File: src/rtl/can_bit_stuff_pkg.sv
// Shared types and constants for the CAN bit-stuffing stage.
package can_bit_stuff_pkg;

  // Consecutive equal bits that force a complementary stuff bit.
  localparam int unsigned CAN_STUFF_LEN = 5;

  // Run-length counter type sized for the default stuff length.
  typedef logic [2:0] type_stuff_cnt_t;

  // Destuffed receive result handed to the frame decoder.
  typedef struct packed {
    logic rx_bit;
    logic valid;
    logic err;
  } type_stuff_rx_s;

  // Width of a run-length counter that must hold values 0..len.
  function automatic int unsigned stuff_cnt_width(input int unsigned len);
    return $clog2(len + 1);
  endfunction

endpackage

File: src/rtl/can_bit_stuff_counter.sv
// Run-length tracker for one direction of the stuffing stage. Counts equal
// consecutive bits while enabled and flags when a stuff bit is due.
module can_bit_stuff_counter
  import can_bit_stuff_pkg::*;
#(
  parameter int unsigned StuffLen = CAN_STUFF_LEN,
  localparam int unsigned CntW = stuff_cnt_width(StuffLen)
) (
  input  logic            clk_i,
  input  logic            rst_ni,
  input  logic            strobe_i,
  input  logic            bit_i,
  input  logic            enable_i,
  input  logic            clear_i,
  output logic [CntW-1:0] count_o,
  output logic            last_o,
  output logic            stuff_due_o
);

  logic [CntW-1:0] count_d, count_q;
  logic            last_d, last_q;

  assign stuff_due_o = (count_q == CntW'(StuffLen));
  assign count_o     = count_q;
  assign last_o      = last_q;

  // Next run length and last bit for each strobed bit.
  always_comb begin
    count_d = count_q;
    last_d  = last_q;
    if (clear_i) begin
      count_d = '0;
      last_d  = 1'b1;
    end else if (strobe_i) begin
      if (!enable_i) begin
        count_d = '0;
        last_d  = bit_i;
      end else if (stuff_due_o) begin
        // A complementary bit here is the stuff bit; an equal bit is a violation.
        if (bit_i != last_q) begin
          count_d = CntW'(1);
          last_d  = bit_i;
        end else begin
          count_d = '0;
        end
      end else begin
        count_d = (bit_i == last_q) ? count_q + CntW'(1) : CntW'(1);
        last_d  = bit_i;
      end
    end
  end

  // Counter and last-bit state.
  always_ff @(posedge clk_i or negedge rst_ni) begin
    if (!rst_ni) begin
      count_q <= '0;
      last_q  <= 1'b1;
    end else begin
      count_q <= count_d;
      last_q  <= last_d;
    end
  end

endmodule

File: src/rtl/can_bit_stuff.sv
// CAN bit-stream stuffing stage: destuffs the sampled RX stream and inserts
// stuff bits into the TX stream, driven by the bit-timing strobes.
module can_bit_stuff
  import can_bit_stuff_pkg::*;
#(
  parameter int unsigned STUFF_LEN = CAN_STUFF_LEN
) (
  input  logic clk,
  input  logic rst_n,
  input  logic sample_point_i,
  input  logic sampled_bit_i,
  input  logic tx_point_i,
  input  logic stuff_en_i,
  input  logic clear_i,
  input  logic tx_bit_i,
  output logic rx_bit_o,
  output logic rx_bit_valid_o,
  output logic stuff_err_o,
  output logic tx_bit_req_o,
  output logic tx_o
);

  localparam int unsigned CntW = stuff_cnt_width(STUFF_LEN);

  logic            clear_q;
  logic            rx_strobe, tx_strobe;
  logic [CntW-1:0] rx_count, tx_count;
  logic            rx_last, tx_last;
  logic            rx_due, tx_due;
  logic            tx_stuff;
  logic            tx_bit_next;
  type_stuff_rx_s  rx_d, rx_q;
  logic            tx_d, tx_q;

  // Strobes are ignored in a clear cycle and the one after it.
  assign rx_strobe = sample_point_i & ~clear_i & ~clear_q;
  assign tx_strobe = tx_point_i & ~clear_i & ~clear_q;

  assign tx_stuff     = tx_due & stuff_en_i;
  assign tx_bit_next  = tx_stuff ? ~tx_last : tx_bit_i;
  assign tx_bit_req_o = tx_strobe & ~tx_stuff;

  can_bit_stuff_counter #(
    .StuffLen (STUFF_LEN)
  ) u_rx_cnt (
    .clk_i       (clk),
    .rst_ni      (rst_n),
    .strobe_i    (rx_strobe),
    .bit_i       (sampled_bit_i),
    .enable_i    (stuff_en_i),
    .clear_i     (clear_i),
    .count_o     (rx_count),
    .last_o      (rx_last),
    .stuff_due_o (rx_due)
  );

  // The TX counter sees the bit actually sent, so a stuff bit restarts the run.
  can_bit_stuff_counter #(
    .StuffLen (STUFF_LEN)
  ) u_tx_cnt (
    .clk_i       (clk),
    .rst_ni      (rst_n),
    .strobe_i    (tx_strobe),
    .bit_i       (tx_bit_next),
    .enable_i    (stuff_en_i),
    .clear_i     (clear_i),
    .count_o     (tx_count),
    .last_o      (tx_last),
    .stuff_due_o (tx_due)
  );

  // RX decode: deliver data bits, drop stuff bits, flag stuff violations.
  always_comb begin
    rx_d        = rx_q;
    rx_d.valid  = 1'b0;
    rx_d.err    = 1'b0;
    if (rx_strobe) begin
      if (!stuff_en_i || !rx_due) begin
        rx_d.rx_bit = sampled_bit_i;
        rx_d.valid  = 1'b1;
      end else if (sampled_bit_i == rx_last) begin
        rx_d.err = 1'b1;
      end
    end
  end

  // TX line value: recessive on clear, otherwise the data or stuff bit.
  always_comb begin
    tx_d = tx_q;
    if (clear_i) begin
      tx_d = 1'b1;
    end else if (tx_strobe) begin
      tx_d = tx_bit_next;
    end
  end

  // Output and clear-history registers.
  always_ff @(posedge clk or negedge rst_n) begin
    if (!rst_n) begin
      rx_q    <= '{rx_bit: 1'b1, valid: 1'b0, err: 1'b0};
      tx_q    <= 1'b1;
      clear_q <= 1'b0;
    end else begin
      rx_q    <= rx_d;
      tx_q    <= tx_d;
      clear_q <= clear_i;
    end
  end

  assign rx_bit_o       = rx_q.rx_bit;
  assign rx_bit_valid_o = rx_q.valid & ~clear_i;
  assign stuff_err_o    = rx_q.err & ~clear_i;
  assign tx_o           = tx_q;

  // Run lengths are bounded by the stuff length.
  rx_cnt_bound_a: assert property (@(posedge clk) disable iff (!rst_n)
    rx_count <= CntW'(STUFF_LEN));
  tx_cnt_bound_a: assert property (@(posedge clk) disable iff (!rst_n)
    tx_count <= CntW'(STUFF_LEN));

endmodule

File: config.mk
export PLATFORM = sky130hd
export DESIGN_NAME = can_bit_stuff
export DESIGN_NICKNAME = d
export VERILOG_FILES = /design/src/rtl/can_bit_stuff_pkg.sv /design/src/rtl/can_bit_stuff_counter.sv /design/src/rtl/can_bit_stuff.sv
export SDC_FILE = /design/constraint.sdc
export NUM_CORES = 1
export LEC_CHECK = 0
export CAP_MARGIN = 20
export CORE_MARGIN = 4
export CORE_UTILIZATION = 38
export CTS_BUF_LIST = sky130_fd_sc_hd__clkbuf_8
export CTS_CLUSTER_DIAMETER = 50
export DETAILED_ROUTE_END_ITERATION = 8
export SLEW_MARGIN = 20
export SYNTH_ARGS = -nofsm -noshare
export SYNTH_HDL_FRONTEND = slang
export SYNTH_SLANG_ARGS = --single-unit
File: constraint.sdc
create_clock -name clk -period 3.5 [get_ports clk]
set_input_delay 1.05 -clock clk [delete_from_list [all_inputs] [get_ports clk]]
set_output_delay 1.05 -clock clk [all_outputs]
set_load 0.05 [all_outputs]
# Yosys cells after proc, flatten, opt, wreduce, memory -nomap -nowiden

Cells that the tools add are included.

Flip-flop bits (word level): 13
Bits of input ports: 8
Word-level logic and storage cells: 68

Add/subtract/negate cells: 2
Equal/unequal tests: 8
Multiplexer cells: 29
Bitwise operators: 12
Reduce and logical (&&, ||, !) cells: 8

Operators with widths:

| kind                                                   | count |
|---|---|
| 2-to-1 mux 3 bit                                       | 10 |
| 2-to-1 mux 1 bit                                       | 18 |
| AND 1 bit                                              | 8 |
| inequality test 4 x 3 -> 1 bit (second input constant) | 2 |
| adder 3 x 1 -> 3 bit (second input constant)           | 2 |
| == test 3 bit (second input constant)                  | 2 |
| AND reduction 2 bit                                    | 3 |
| inverter 1 bit                                         | 4 |
| nonzero test 2 bit                                     | 2 |
| == test 1 bit                                          | 2 |
| logical NOT 1 bit                                      | 2 |
| 2-to-1 mux 2 bit                                       | 1 |
| inequality test 1 bit                                  | 2 |
| logical OR 1 bit                                       | 1 |

# Longest topological paths before layout

Gate-level depths: netlist of the first run.

Depth after elaboration: 9
Gate-level depth with buffers: 6
Mapped depth without buffers: 6

# Modules after synthesis

From an unflattened synthesis of the first run, not the netlist that was laid out.

Cells, all modules: 73
Area, all modules: 757.0 µm²

Modules (own cells, without submodules):

| module                | times used | cells an instance | area each (µm²) | sequential area each (µm²) |
|---|---|---|---|---|
| can_bit_stuff_counter | 2          | 24                | 250.2           | 101.3 |
| can_bit_stuff         | 1          | 25                | 256.5           | 127.6 |

# Worst setup path before layout of the first run

OpenSTA, ideal clock, no wires.

Path type: input-to-output
From: in clear_i
To: out tx_bit_req_o
Arrival: 1873 ps
Required time: 2450 ps
Slack: 577 ps
Stages: 3
Buffers on the path: 1
Cells stage by stage: buf_6 -> nor3b_4 -> and2_1

Word-level cells in the longest chain between the ends: 4

RTL lines:

| what                    | RTL line            | text |
|---|---|---|
| start: declaration      | can_bit_stuff.sv:14 | `input logic clear_i,` |
| inverter 1 bit          | can_bit_stuff.sv:37 | `assign tx_strobe = tx_point_i & ~clear_i & ~clear_q;` |
| AND 1 bit (2 in series) | can_bit_stuff.sv:37 |  |
| AND 1 bit               | can_bit_stuff.sv:41 | `assign tx_bit_req_o = tx_strobe & ~tx_stuff;` |
| end: declaration        | can_bit_stuff.sv:19 | `output logic tx_bit_req_o,` |

No other way between the ends.

# Final worst setup path of the first run

From: in clear_i
To: out rx_bit_valid_o

Word-level cells in the longest chain between the ends: 2

RTL lines:

| what             | RTL line             | text |
|---|---|---|
| inverter 1 bit   | can_bit_stuff.sv:111 | `assign rx_bit_valid_o = rx_q.valid & ~clear_i;` |
| AND 1 bit        | can_bit_stuff.sv:111 |  |
| end: declaration | can_bit_stuff.sv:17  | `output logic rx_bit_valid_o,` |

No other way between the ends.

==> impl_metrics.json, run 1 <==
{
  "final_layout_size_suffix_gt1_share_pct": 21.18,
  "yosysTopAreaCellShare_pct": 32.20,
  "ant_nets": 0,
  "die_area_mm2": 0.002591,
  "post_cts_buffers": 0,
  "r2r_cells": 3,
  "crit_path_max_incr_delay_ns": 0.46,
  "cp-start-kind": "primary input",
  "critPathKind": "primary input to primary output",
  "async_flop_share_pct": 100.0,
  "ys_ff_latch": 13,
  "critPathLaunch": "clear_i",
  "worstPathCellList": "clkdlybuf4s50_1, buf_4, nor2b_1, buf_12",
  "required_ns": 2.45,
  "hp-class": "flip-flop to flip-flop",
  "setup_violations": 0,
  "ir_worst_vdd_uv": 187.7,
  "yosys_warnings": 0,
  "rrSetupSlack_ns": 2.12,
  "seq_area_frac_synth_pct": 47.23,
  "cts_resized": 0,
  "clock_latency_ns": 0.24,
  "synth_ff_type": "dfrtp_1",
  "worstReg2RegStart": "u_rx_cnt.count_o[0]$_DFFE_PN0P_",
  "slew_viol_final": 0,
  "fin_nets": 98,
  "die_h_um": 50.90,
  "drt_first_pass_iters": 4,
  "layout_common_cells": "10 x nand2_1, 9 x dfrtp_1, 9 x clkdlybuf4s50_1",
  "grt_pass1_vias": 550,
  "drv_cap": 0,
  "wl_um": 1328,
  "status": "finished, final reports clean",
  "drt_iter0_drc": 16,
  "hold_path.startpoint": "u_rx_cnt.last_o$_DFFE_PN1P_",
  "cts_buffer_depth": 2,
  "relSlewSlack_pct": 63.08,
  "syn2layout_area_growth_pct": 33.99,
  "p_total_w": 0.0003579,
  "wl_per_cell_um": 12.07,
  "rsz0062_at_grt": "no",
  "grt_first_pass_wirelength_um": 2352,
  "hold_violations": 0,
  "gr-usage-all-layers_pct": 12.24,
  "ioPinCount": 13,
  "io_buffers": 12,
  "clock-sinks": 13,
  "grt_max_degree": 14,
  "grt_antenna_before_repair": 0,
  "crit_slowest_cell": "clkdlybuf4s50_1",
  "cp-end-kind": "primary output",
  "fin_worst_hold_slack_ns": 0.5008,
  "worst_pin_slew_ns": 0.5521,
  "vias_per_cell": 4.945,
  "core_region_area_mm2": 0.001727,
  "place_congestion": 0.7553,
  "synth_edf_count": 0,
  "path_clk_slew_ns": 0.05,
  "synth_area_um2": 699.4,
  "dieWidth_um": 50.90,
  "synthTopCellsByArea": "dfrtp_1 32%, dfstp_2 15%, ha_1 7.2%",
  "rows": 15,
  "yosysTopAreaCell": "dfrtp_1",
  "vias": 544,
  "period_share_pct": 89.01,
  "synth_nets": 79,
  "clock_skew_ns": 0.002365,
  "route.detailed.drc": 0,
  "dpl.hpwl_um": 1031,
  "grt-ovfl-total": 0,
  "final_area_um2": 937.1,
  "placed_area_um2": 892.1,
  "num_antenna_cells": 0,
  "crit_arrival_ns": 2.07,
  "clockRootBuffer": "clkbuf_8",
  "finalSetupTns_ns": 0,
  "syn_inst": 67,
  "dp.cells": 106,
  "final_common_cell": "nand2_1",
  "synth_cell_types": 31,
  "cts_hold_buf": 0,
  "p_leak_nw": 0.4119,
  "fmax_mhz": 321.0,
  "synth.avg_cell_area_um2": 10.44,
  "worst-path-max-fanout": 10,
  "htree_levels": 1,
  "holdPathStages": 2,
  "cts_tree": "built",
  "power_density_mw_per_mm2": 381.9,
  "cts_buffers": 3,
  "start_util_pct": 40.51,
  "min_period_ns": 3.115,
  "fin_cells": 110
}
[cells by family (layout without fill, tap and decap cells)]
family | Yosys count | in the layout | synth area share [%]
and+or+nand+nor | 32 | 32 | 26.12
DFF | 13 | 13 | 47.23
AOI/OAI and AO/OA | 12 | 12 | 12.70
adders and majority gates | 4 | 4 | 7.156
buffers and inverters | 3 | 21 | 2.684
xor gates and xnor gates | 2 | 2 | 2.505
muxes | 1 | 1 | 1.610
[worst max-delay path, delay by kind of cell]
| family | cells | cell delay [ns] |
|---|---|---|
| buf+inv | 3 | 0.82 |
| simple gates | 1 | 0.20 |
[layer usage]
layer | global-route usage [%] | vias to the layer above | wire length [µm]
met5 | 0 | - | 0
met1 | 16.36 | 251 | 612
met2 | 18.88 | 18 | 615
met3 | 2.624 | 4 | 76
li1 | - | 271 | -
met4 | 5.381 | 0 | 23
[cell type report]
type / count / area, µm²
fill: 163 / 789.5
multi-input combinational: 51 / 350.3
sequential: 13 / 330.3
timing repair buffer: 15 / 172.7
clock buffer: 3 / 41.29
tap: 25 / 31.28
inverter: 2 / 7.507
clock inverter: 1 / 3.754
[metrics by stage]
stage | utilization [%] | worst slack, ns
6_report | 54.28 | 0.3847
5_1_grt | 54.28 | 0.3450
4_1_cts | 54.28 | 0.3782
3_5_place_dp | 51.67 | 0.3737
3_3_place_gp | 51.67 | 0.3853
2_1_floorplan | - | 0.5768
[state kept, by name, summed over array words and instances (netlist names)]
register / count
u_rx_cnt.last_o: 1
u_rx_cnt.count_o: 3
u_tx_cnt.last_o: 1
clear_q: 1
u_tx_cnt.count_o: 3
tx_o: 1
rx_q: 2
rx_bit_o: 1
[power by group]
| group | internal, W | leakage, nW | switching [W] |
|---|---|---|---|
| sequential | 0.000160 | 0.164 | 0.00000531 |
| clock | 0.0000773 | 0.0269 | 0.0000520 |
| combinational | 0.0000281 | 0.221 | 0.0000348 |
[path summary, 6_finish.rpt]
kind	to
worst max-delay path	rx_bit_valid_o
worst min-delay path	u_rx_cnt.last_o$_DFFE_PN1P_
worst max register to register	rx_bit_o$_DFFE_PN1P_
worst min register to register	u_rx_cnt.last_o$_DFFE_PN1P_
max in group asynchronous	rx_bit_o$_DFFE_PN1P_
min in group asynchronous	u_tx_cnt.count_o[1]$_DFFE_PN0P_
[synthesized netlist by cell type (all sizes together), types with 2 or more instances]
master / number
a21o: 2
nor2b: 4
nand2: 10
nor2: 3
xnor2: 2
nand3: 5
o21a: 2
dfstp: 4
inv: 2
o21ai: 2
dfrtp: 9
nor3b: 2
ha: 4
nor4b: 2
No activity file was read; power rests on OpenSTA's default activity.
==> inputs of run 2 (changes only) <==
--- a/config.mk
+++ b/config.mk
@@ -6,10 +6,10 @@
 export NUM_CORES = 1
 export LEC_CHECK = 0
 export CAP_MARGIN = 20
-export CORE_MARGIN = 4
+export CORE_MARGIN = 3
 export CORE_UTILIZATION = 38
 export CTS_BUF_LIST = sky130_fd_sc_hd__clkbuf_8
-export CTS_CLUSTER_DIAMETER = 50
+export CTS_CLUSTER_DIAMETER = 200
 export DETAILED_ROUTE_END_ITERATION = 8
 export SLEW_MARGIN = 20
 export SYNTH_ARGS = -nofsm -noshare
==> impl_metrics.json, run 2 (synthesis gave the netlist of run 1 again) <==
{
  "worst_pin_slew_ns": 0.6057,
  "p_sw_w": 0.00009327,
  "power_density_mw_per_mm2": 383.8,
  "clkPwrFrac_pct": 36.5,
  "grt-ovfl-total": 0,
  "die_area_mm2": 0.002391,
  "post_cts_buffers": 0,
  "fin_nets": 98,
  "seqPwrFrac_pct": 46.0,
  "clock_latency_ns": 0.24,
  "critPathLaunch": "clear_i",
  "vias_per_cell": 5.092,
  "grt_max_degree": 14,
  "crit_path_max_incr_delay_ns": 0.45,
  "required_ns": 2.45,
  "start_util_pct": 43.40,
  "finalSetupTns_ns": 0,
  "clock-sinks": 13,
  "drt_iter0_drc": 9,
  "crit_arrival_ns": 2.07,
  "cp-start-kind": "primary input",
  "vias": 555,
  "cp-end-kind": "primary output",
  "drt_first_pass_iters": 4,
  "min_period_ns": 3.117,
  "clock_skew_ns": 0.002441,
  "syn2layout_area_growth_pct": 33.81,
  "p_leak_nw": 0.4119,
  "n_fill_cell": 146,
  "grt_antenna_before_repair": 0,
  "hp-class": "flip-flop to flip-flop",
  "worstPathCellList": "clkdlybuf4s50_1, buf_4, nor2b_1, buf_12",
  "cts_buffer_depth": 2,
  "final_common_cell": "nand2_1",
  "die_h_um": 48.90,
  "rsz0062_at_grt": "no",
  "cts_hold_buf": 0,
  "cts_tree": "built",
  "dieWidth_um": 48.90,
  "clockRootBuffer": "clkbuf_8",
  "slew_viol_final": 0,
  "wl_per_cell_um": 12.82,
  "route.detailed.drc": 0,
  "dp.cells": 105,
  "worstReg2RegStart": "u_rx_cnt.count_o[0]$_DFFE_PN0P_",
  "io_buffers": 12,
  "layout_common_cells": "10 x nand2_1, 9 x dfrtp_1, 9 x clkdlybuf4s50_1",
  "power_frac_comb_pct": 17.5,
  "crit_slowest_cell": "clkdlybuf4s50_1",
  "place_congestion": 0.7257,
  "cts_resized": 0,
  "core_region_area_mm2": 0.001612,
  "critical_path_buf_inv_count": 3,
  "period_share_pct": 89.06,
  "relSlewSlack_pct": 59.49,
  "final_layout_size_suffix_gt1_share_pct": 21.18,
  "grt_first_pass_wirelength_um": 2546,
  "drv_cap": 0,
  "ir_worst_vdd_uv": 294.8,
  "gr-usage-all-layers_pct": 13.83,
  "cts_buffers": 3,
  "setup_violations": 0,
  "worst-path-max-fanout": 10,
  "wl_um": 1397,
  "num_antenna_cells": 0,
  "p_total_w": 0.0003592,
  "dpl.hpwl_um": 1104,
  "hold_path.startpoint": "u_rx_cnt.last_o$_DFFE_PN1P_",
  "cp_top_family": "buffers and inverters",
  "htree_levels": 1,
  "internal-power_w": 0.0002659,
  "ioPinCount": 13,
  "ant_nets": 0,
  "fin_cells": 109,
  "fmax_mhz": 320.8,
  "critPathKind": "primary input to primary output",
  "grt_pass1_vias": 572,
  "status": "finished, final reports clean",
  "path_clk_slew_ns": 0.05,
  "rows": 14,
  "hold_violations": 0,
  "sw_frac_of_total_pct": 25.97
}
==> run 2: layout make-up <==
class                   instances  area [µm²]  area share, %
multi-input cells              51       350.3          37.43
flip-flops and latches         13       330.3          35.29
repair buffers                 15       172.7          18.45
clock buffers                   3       41.29          4.412
well taps                      24       30.03          3.209
inverters                       2       7.507         0.8021
clock inverters                 1       3.754         0.4011
==> run 2: metal layers <==
metal | global-route usage, % | part of all wire (%) | vias to the layer above
met3 | 4.893 | 4.7 | 2
met4 | 4.265 | 0.57 | 0
met2 | 21.72 | 47 | 12
met5 | 0 | 0 | -
met1 | 17.71 | 47 | 265
li1 | - | - | 276
==> run 2: worst min-delay path, cell delays in order (launching register included) <==
cell and delay, ns:
dfstp_2 0.37, nand2_1 0.05, nand3b_1 0.07
==> run 2: stage by stage <==
stage | cell area (µm²) | setup slack, ns | hold WS (ns) | util (%)
after detailed placement | 890.9 | 0.3741 | 0.4928 | 55.28
final | 935.9 | 0.3827 | 0.4980 | 58.07
after global routing | 935.9 | 0.3359 | 0.5492 | 58.07
after CTS | 935.9 | 0.3731 | 0.5043 | 58.07
after floorplan | 699.4 | 0.5768 | 0.4747 | -
after global placement | 890.9 | 0.3826 | 0.4938 | 55.28
==> run 2: final timing paths <==
path                                                    to  slack (ns)  depth (start not counted)
setup / recovery                               stuff_err_o        0.38                          4
hold / removal                 u_rx_cnt.last_o$_DFFE_PN1P_        0.50                          2
setup reg to reg           u_rx_cnt.count_o[2]$_DFFE_PN0P_        2.15                          5
hold reg to reg                u_rx_cnt.last_o$_DFFE_PN1P_        0.50                          2
max in group asynchronous  u_rx_cnt.count_o[2]$_DFFE_PN0P_        1.92                          1
min in group asynchronous  u_tx_cnt.count_o[2]$_DFFE_PN0P_        1.19                          1
==> run 2: power by group through the flow <==
stage,clock (W),combinational [W],sequential (W)
global placement,0,0.0000625,0.000168
detailed placement,0,0.0000633,0.000168
finish,0.000131,0.0000628,0.000165
floorplan,0,0.0000259,0.000177
CTS,0.000137,0.0000636,0.000166
global route,0.000144,0.0000682,0.000166
